[config.mk]
export PLATFORM = sky130hd
export DESIGN_NAME = ex_mem_stage
export DESIGN_NICKNAME = d
export VERILOG_FILES = /design/src/rtl/ex_mem_pkg.sv /design/src/rtl/ex_mem_stage_nzcv_reg.sv /design/src/rtl/ex_mem_stage.sv
export SDC_FILE = /design/constraint.sdc
export NUM_CORES = 1
export LEC_CHECK = 0
export CORE_MARGIN = 1.5
export CORE_UTILIZATION = 41
export CTS_CLUSTER_SIZE = 28
export DETAILED_ROUTE_END_ITERATION = 7
export PLACE_DENSITY_LB_ADDON = 0.15
export SKIP_LAST_GASP = 1
export SYNTH_ARGS = -nofsm -noshare
export SYNTH_HDL_FRONTEND = slang
export SYNTH_SLANG_ARGS = --single-unit
[constraint.sdc]
create_clock -name clk -period 1.75 [get_ports clk]
set_input_delay 0.2625 -clock clk [delete_from_list [all_inputs] [get_ports clk]]
set_output_delay 0.2625 -clock clk [all_outputs]
set_load 0.01 [all_outputs]
[src/rtl/ex_mem_pkg.sv]
// Shared types and constants for the EX/MEM pipeline register.
// Optional combinational flag forwarding is enabled by defining FLAG_BYPASS_EN.
package ex_mem_pkg;

  localparam int NZCV_N = 3;
  localparam int NZCV_Z = 2;
  localparam int NZCV_C = 1;
  localparam int NZCV_V = 0;

  localparam int XZR = 31;

  typedef struct packed {
    logic n;
    logic z;
    logic c;
    logic v;
  } nzcv_t;

  typedef struct packed {
    logic reg_write;
    logic mem_read;
    logic mem_write;
  } mem_ctrl_t;

  localparam mem_ctrl_t CTRL_BUBBLE = '0;

  function automatic nzcv_t unpack_nzcv(input logic [3:0] f);
    nzcv_t r;
    r.n = f[NZCV_N];
    r.z = f[NZCV_Z];
    r.c = f[NZCV_C];
    r.v = f[NZCV_V];
    return r;
  endfunction

  // A write to XZR is discarded, but a store whose data register is XZR is still a store.
  function automatic mem_ctrl_t qualify_ctrl(input logic valid, input logic to_xzr,
                                             input logic reg_write, input logic mem_read,
                                             input logic mem_write);
    mem_ctrl_t r;
    r.reg_write = valid & reg_write & ~to_xzr;
    r.mem_read  = valid & mem_read;
    r.mem_write = valid & mem_write;
    return r;
  endfunction

endpackage

[src/rtl/ex_mem_stage_nzcv_reg.sv]
// Architectural NZCV flag register with load enable and synchronous reset.
// With FLAG_BYPASS_EN defined the output forwards the execute-stage flags combinationally.
module nzcv_reg
  import ex_mem_pkg::*;
(
  input  logic  clk,
  input  logic  reset,
  input  logic  stall,
  input  logic  upd,
  input  nzcv_t d,
  output nzcv_t q
);

  nzcv_t flags_p1;
  logic  load;

  // upd already excludes flush; a stalled update waits for the instruction to advance.
  assign load = upd & ~stall;

  always_ff @(posedge clk) begin
    if (reset) begin
      flags_p1 <= '0;
    end else if (load) begin
      flags_p1 <= d;
    end
  end

`ifdef FLAG_BYPASS_EN
  assign q = upd ? d : flags_p1;
`else
  assign q = flags_p1;
`endif

endmodule

[src/rtl/ex_mem_stage.sv]
// EX/MEM pipeline register of the LEGv8 core: data, destination, control and NZCV flags.
// Build option FLAG_BYPASS_EN forwards execute-stage flags straight to nzcv.
module ex_mem_stage
  import ex_mem_pkg::*;
#(
  parameter int DATA_WIDTH     = 64,
  parameter int REG_ADDR_WIDTH = 5
) (
  input  logic                      clk,
  input  logic                      reset,
  input  logic                      stall,
  input  logic                      flush,
  input  logic                      ex_valid,
  input  logic [DATA_WIDTH-1:0]     ex_result,
  input  logic [DATA_WIDTH-1:0]     ex_store_data,
  input  logic [REG_ADDR_WIDTH-1:0] ex_rd,
  input  logic                      ex_reg_write,
  input  logic                      ex_mem_read,
  input  logic                      ex_mem_write,
  input  logic                      ex_set_flags,
  input  logic [3:0]                ex_nzcv,
  output logic                      mem_valid,
  output logic [DATA_WIDTH-1:0]     mem_result,
  output logic [DATA_WIDTH-1:0]     mem_store_data,
  output logic [REG_ADDR_WIDTH-1:0] mem_rd,
  output logic                      mem_reg_write,
  output logic                      mem_mem_read,
  output logic                      mem_mem_write,
  output logic [3:0]                nzcv
);

  localparam logic [REG_ADDR_WIDTH-1:0] RD_XZR = REG_ADDR_WIDTH'(XZR);

  logic                      vld_p1;
  mem_ctrl_t                 ctrl_p1;
  logic [DATA_WIDTH-1:0]     result_p1;
  logic [DATA_WIDTH-1:0]     store_p1;
  logic [REG_ADDR_WIDTH-1:0] rd_p1;

  mem_ctrl_t ctrl_p0;
  logic      flag_upd_p0;
  nzcv_t     nzcv_p0;
  nzcv_t     flags_q;

  assign ctrl_p0     = qualify_ctrl(ex_valid, ex_rd == RD_XZR,
                                    ex_reg_write, ex_mem_read, ex_mem_write);
  assign flag_upd_p0 = ex_valid & ex_set_flags & ~flush;
  assign nzcv_p0     = unpack_nzcv(ex_nzcv);

  // ---- EX -> MEM boundary: control ----
  always_ff @(posedge clk) begin
    if (reset) begin
      vld_p1  <= 1'b0;
      ctrl_p1 <= CTRL_BUBBLE;
    end else if (flush) begin
      vld_p1  <= 1'b0;
      ctrl_p1 <= CTRL_BUBBLE;
    end else if (!stall) begin
      vld_p1  <= ex_valid;
      ctrl_p1 <= ctrl_p0;
    end
  end

  // ---- EX -> MEM boundary: data (bubbles load zeros so nothing downstream sees X) ----
  always_ff @(posedge clk) begin
    if (reset || flush) begin
      result_p1 <= '0;
      store_p1  <= '0;
      rd_p1     <= '0;
    end else if (!stall) begin
      result_p1 <= ex_result;
      store_p1  <= ex_store_data;
      rd_p1     <= ex_rd;
    end
  end

  nzcv_reg u_nzcv_reg (
    .clk   (clk),
    .reset (reset),
    .stall (stall),
    .upd   (flag_upd_p0),
    .d     (nzcv_p0),
    .q     (flags_q)
  );

  assign mem_valid      = vld_p1;
  assign mem_result     = result_p1;
  assign mem_store_data = store_p1;
  assign mem_rd         = rd_p1;
  assign mem_reg_write  = ctrl_p1.reg_write;
  assign mem_mem_read   = ctrl_p1.mem_read;
  assign mem_mem_write  = ctrl_p1.mem_write;
  assign nzcv           = flags_q;

endmodule

==> flow_metrics.env <==
export IMPL_outcome="completed"
export IMPL_p_seq_share_pct=42.2
export IMPL_worst_path_buf_inv=1
export IMPL_coreArea_um2=12100
export IMPL_num_vias=4227
export IMPL_worst_pin_slew_ps=398
export IMPL_cts_sinks=141
export IMPL_postCtsResizedCells=0
export IMPL_skew_ps=0
export IMPL_cp_max_fo=2
export IMPL_die_w_um=115
export IMPL_nNetsFinal=888
export IMPL_grt_pass1_vias=4370
export IMPL_n_antenna_cell=0
export IMPL_hold_class="primary input to register"
export IMPL_drive_above_1_share_pct=10.9
export IMPL_combPwrFrac_pct=12.8
export IMPL_required_ps=1490
export IMPL_netlist_area_um2=5120
export IMPL_antenna_found_initial=0
export IMPL_yosys_area_share_simple_pct=13.1
export IMPL_yosysUniqueCellTypes=17
export IMPL_die_area_um2=13200
export IMPL_initial_utilization_pct=42.3
export IMPL_post_cts_buffers=0
export IMPL_hold_viol=0
export IMPL_fmax_mhz=622
export IMPL_internal_power_uw=6250
export IMPL_period_share_pct=91.9
export IMPL_slew_viol_final=0
export IMPL_place_congestion=0.786
export IMPL_avgRoutedWirePerCell_um=15.6
export IMPL_regArea_um2=2820
export IMPL_placed_cell_area_um2=8100
export IMPL_synth_area_mux_share_pct=26.8
export IMPL_ys_ff_latch=141
export IMPL_ir_drop_mv=0.510
export IMPL_cpMaxStageDelayCell="clkdlybuf4s50_1"
export IMPL_grt_max_degree=58
export IMPL_cts_hold_buf=0
export IMPL_syn_inst=462
export IMPL_drc_errors=0
export IMPL_cts_max_path_buffers=2
export IMPL_clk_pin_slew_worst_paths_ps=50
export IMPL_grtUsageTotal_pct=21.8
export IMPL_final_area_um2=8700
export IMPL_ant_nets=0
export IMPL_synth_compound_area_share_pct=0.562
export IMPL_multi_input_area_um2=2070
export IMPL_setup_tns_ps=0
export IMPL_slowest_delay_ps=610
export IMPL_timing_final_ws_setup_ps=141
export IMPL_min_delay_start="stall"
export IMPL_worstSetupStartpointType="register"
export IMPL_power_density_nw_per_um2=917
export IMPL_cts_tree="done"
export IMPL_hpwlAfterDp_um=10700
export IMPL_pre_cts_slack_ps=174
export IMPL_finalSetupViolCount=0
export IMPL_overflow=0
export IMPL_grt_pass1_wl_um=21700
export IMPL_p_leak_uw=0.00356
export IMPL_rsz0062_at_grt="false"
export IMPL_dieHeight_um=115
export IMPL_avgViaCountPerCell=4.58
export IMPL_cp_cell_sequence="clkdlybuf4s50_1"
export IMPL_synth_nets=608
export IMPL_final_min_clock_period_ps=1610
export IMPL_criticalPathCategory="register to primary output"
export IMPL_power_switching_uw=1730
export IMPL_reg2reg_from="mem_mem_write"
export IMPL_synth_top_family_by_area="multiplexers"
export IMPL_slew_headroom_pct=73.4
export IMPL_synth_xor_area_share_pct=0
export IMPL_cap_violations=0
export IMPL_clock_tree_root_cell="clkbuf_16"
export IMPL_row_count=40
export IMPL_clkLatencyLatePin_ps=410
export IMPL_first_pass_iters=4
export IMPL_ys_warnings_count=0
export IMPL_seq_area_frac_synth_pct=55.1
export IMPL_synth_fa_ha_area_share_pct=0
export IMPL_drtIter0Drc=119
export IMPL_startpoint="mem_rd[4]"
export IMPL_cpLargestDelayFamily="buffers and inverters"
export IMPL_area_growth_pct=69.9
export IMPL_fill_cells=903
export IMPL_num_io_pins=287
export IMPL_avgSynthCellArea_um2=11.1
export IMPL_power_frac_clock_pct=44.9
export IMPL_numCtsBuffers=17
export IMPL_sw_frac_of_total_pct=21.7
export IMPL_io_buffer_count=286
export IMPL_end_kind="primary output"
export IMPL_arrival_ps=1350
export IMPL_htreeDepth=4
export IMPL_routed_wl_um=14400
[worst paths after layout]
kind | end | slack, ps | cells after the start
worst max-delay path | mem_rd[4] | 140 | 1
worst min-delay path | mem_valid | 290 | 3
worst max register to register | mem_mem_write | 1040 | 2
worst min register to register | mem_store_data[59] | 490 | 2
[cell families after synthesis]
kind of cell | after synthesis
AOI/OAI and AO/OA | 4
buffers and inverters | 32
DFF | 141
muxes | 137
and+or+nand+nor | 148
[per-layer routing]
| layer | part of all wire (%) | up-vias | global-route usage (%) |
|---|---|---|---|
| li1 | - | 2087 | - |
| met1 | 36 | 1933 | 20.6 |
| met2 | 52 | 175 | 40.7 |
| met3 | 8.8 | 32 | 8.86 |
| met4 | 3.0 | 0 | 10.7 |
| met5 | 0 | - | 0 |
[cells in the mapped netlist]
cell / instances / area [µm²]
a22oi_1: 2 / 15.0
buf_4: 13 / 97.6
nand2_1: 2 / 7.51
nor2_2: 40 / 250
or2_1: 1 / 6.26
nand3_1: 2 / 10.0
buf_6: 7 / 78.8
clkbuf_2: 1 / 5.00
nor2_1: 101 / 379
dfxtp_1: 141 / 2820
clkbuf_1: 8 / 30.0
nor2b_1: 1 / 6.26
and4bb_2: 1 / 12.5
buf_2: 3 / 15.0
a21oi_1: 1 / 5.00
mux2i_1: 137 / 1370
o2111ai_1: 1 / 8.76
[final cells by class]
class | instances | share of cell area [%]
Clock buffer | 19 | 5.21
Clock inverter | 13 | 1.68
Multi-Input combinational cell | 289 | 23.8
Sequential cell | 141 | 32.5
Tap cell | 168 | 2.42
Timing Repair Buffer | 293 | 34.4
[sequential cells by signal, indices dropped and copies added, names as in the netlist]
| name | count |
|---|---|
| mem_rd | 5 |
| mem_mem_write | 1 |
| mem_result | 64 |
| u_nzcv_reg.q | 4 |
| mem_reg_write | 1 |
| mem_valid | 1 |
| mem_store_data | 64 |
| mem_mem_read | 1 |
[metrics by stage]
stage / utilization [%] / total power, µW / hold slack [ps] / cells
final: 71.8 / 7980 / 293 / 923
after global routing: 71.8 / 8270 / 306 / 923
after CTS: 71.8 / 8070 / 273 / 923
after detailed placement: 66.9 / 4470 / 474 / 891
after global placement: 66.9 / 4440 / 463 / 891
after floorplan: - / 3870 / 335 / 462
[power groups by stage]
stage,combinational [µW],clock (µW),sequential [µW]
2_1_floorplan,382,0,3480
6_report,1020,3580,3370
5_1_grt,1090,3800,3380
3_3_place_gp,1010,0,3430
4_1_cts,1040,3660,3370
3_5_place_dp,1030,0,3440
[cells in the final DEF, fill, tap and decap left out]
cell	count
a22oi_1	2
o2111ai_1	1
clkdlybuf4s50_1	285
buf_4	1
clkbuf_16	17
bufinv_16	3
nand3_1	2
or2_4	1
a21oi_1	1
buf_12	6
mux2i_1	137
and4bb_2	1
clkinv_2	8
clkinvlp_4	1
nor2b_1	1
dfxtp_1	141
nor2_1	101
nand2_1	2
buf_6	1
clkinv_4	1
clkbuf_8	2
nor2_2	40
Note: power is estimated with default switching activity, not from simulation.
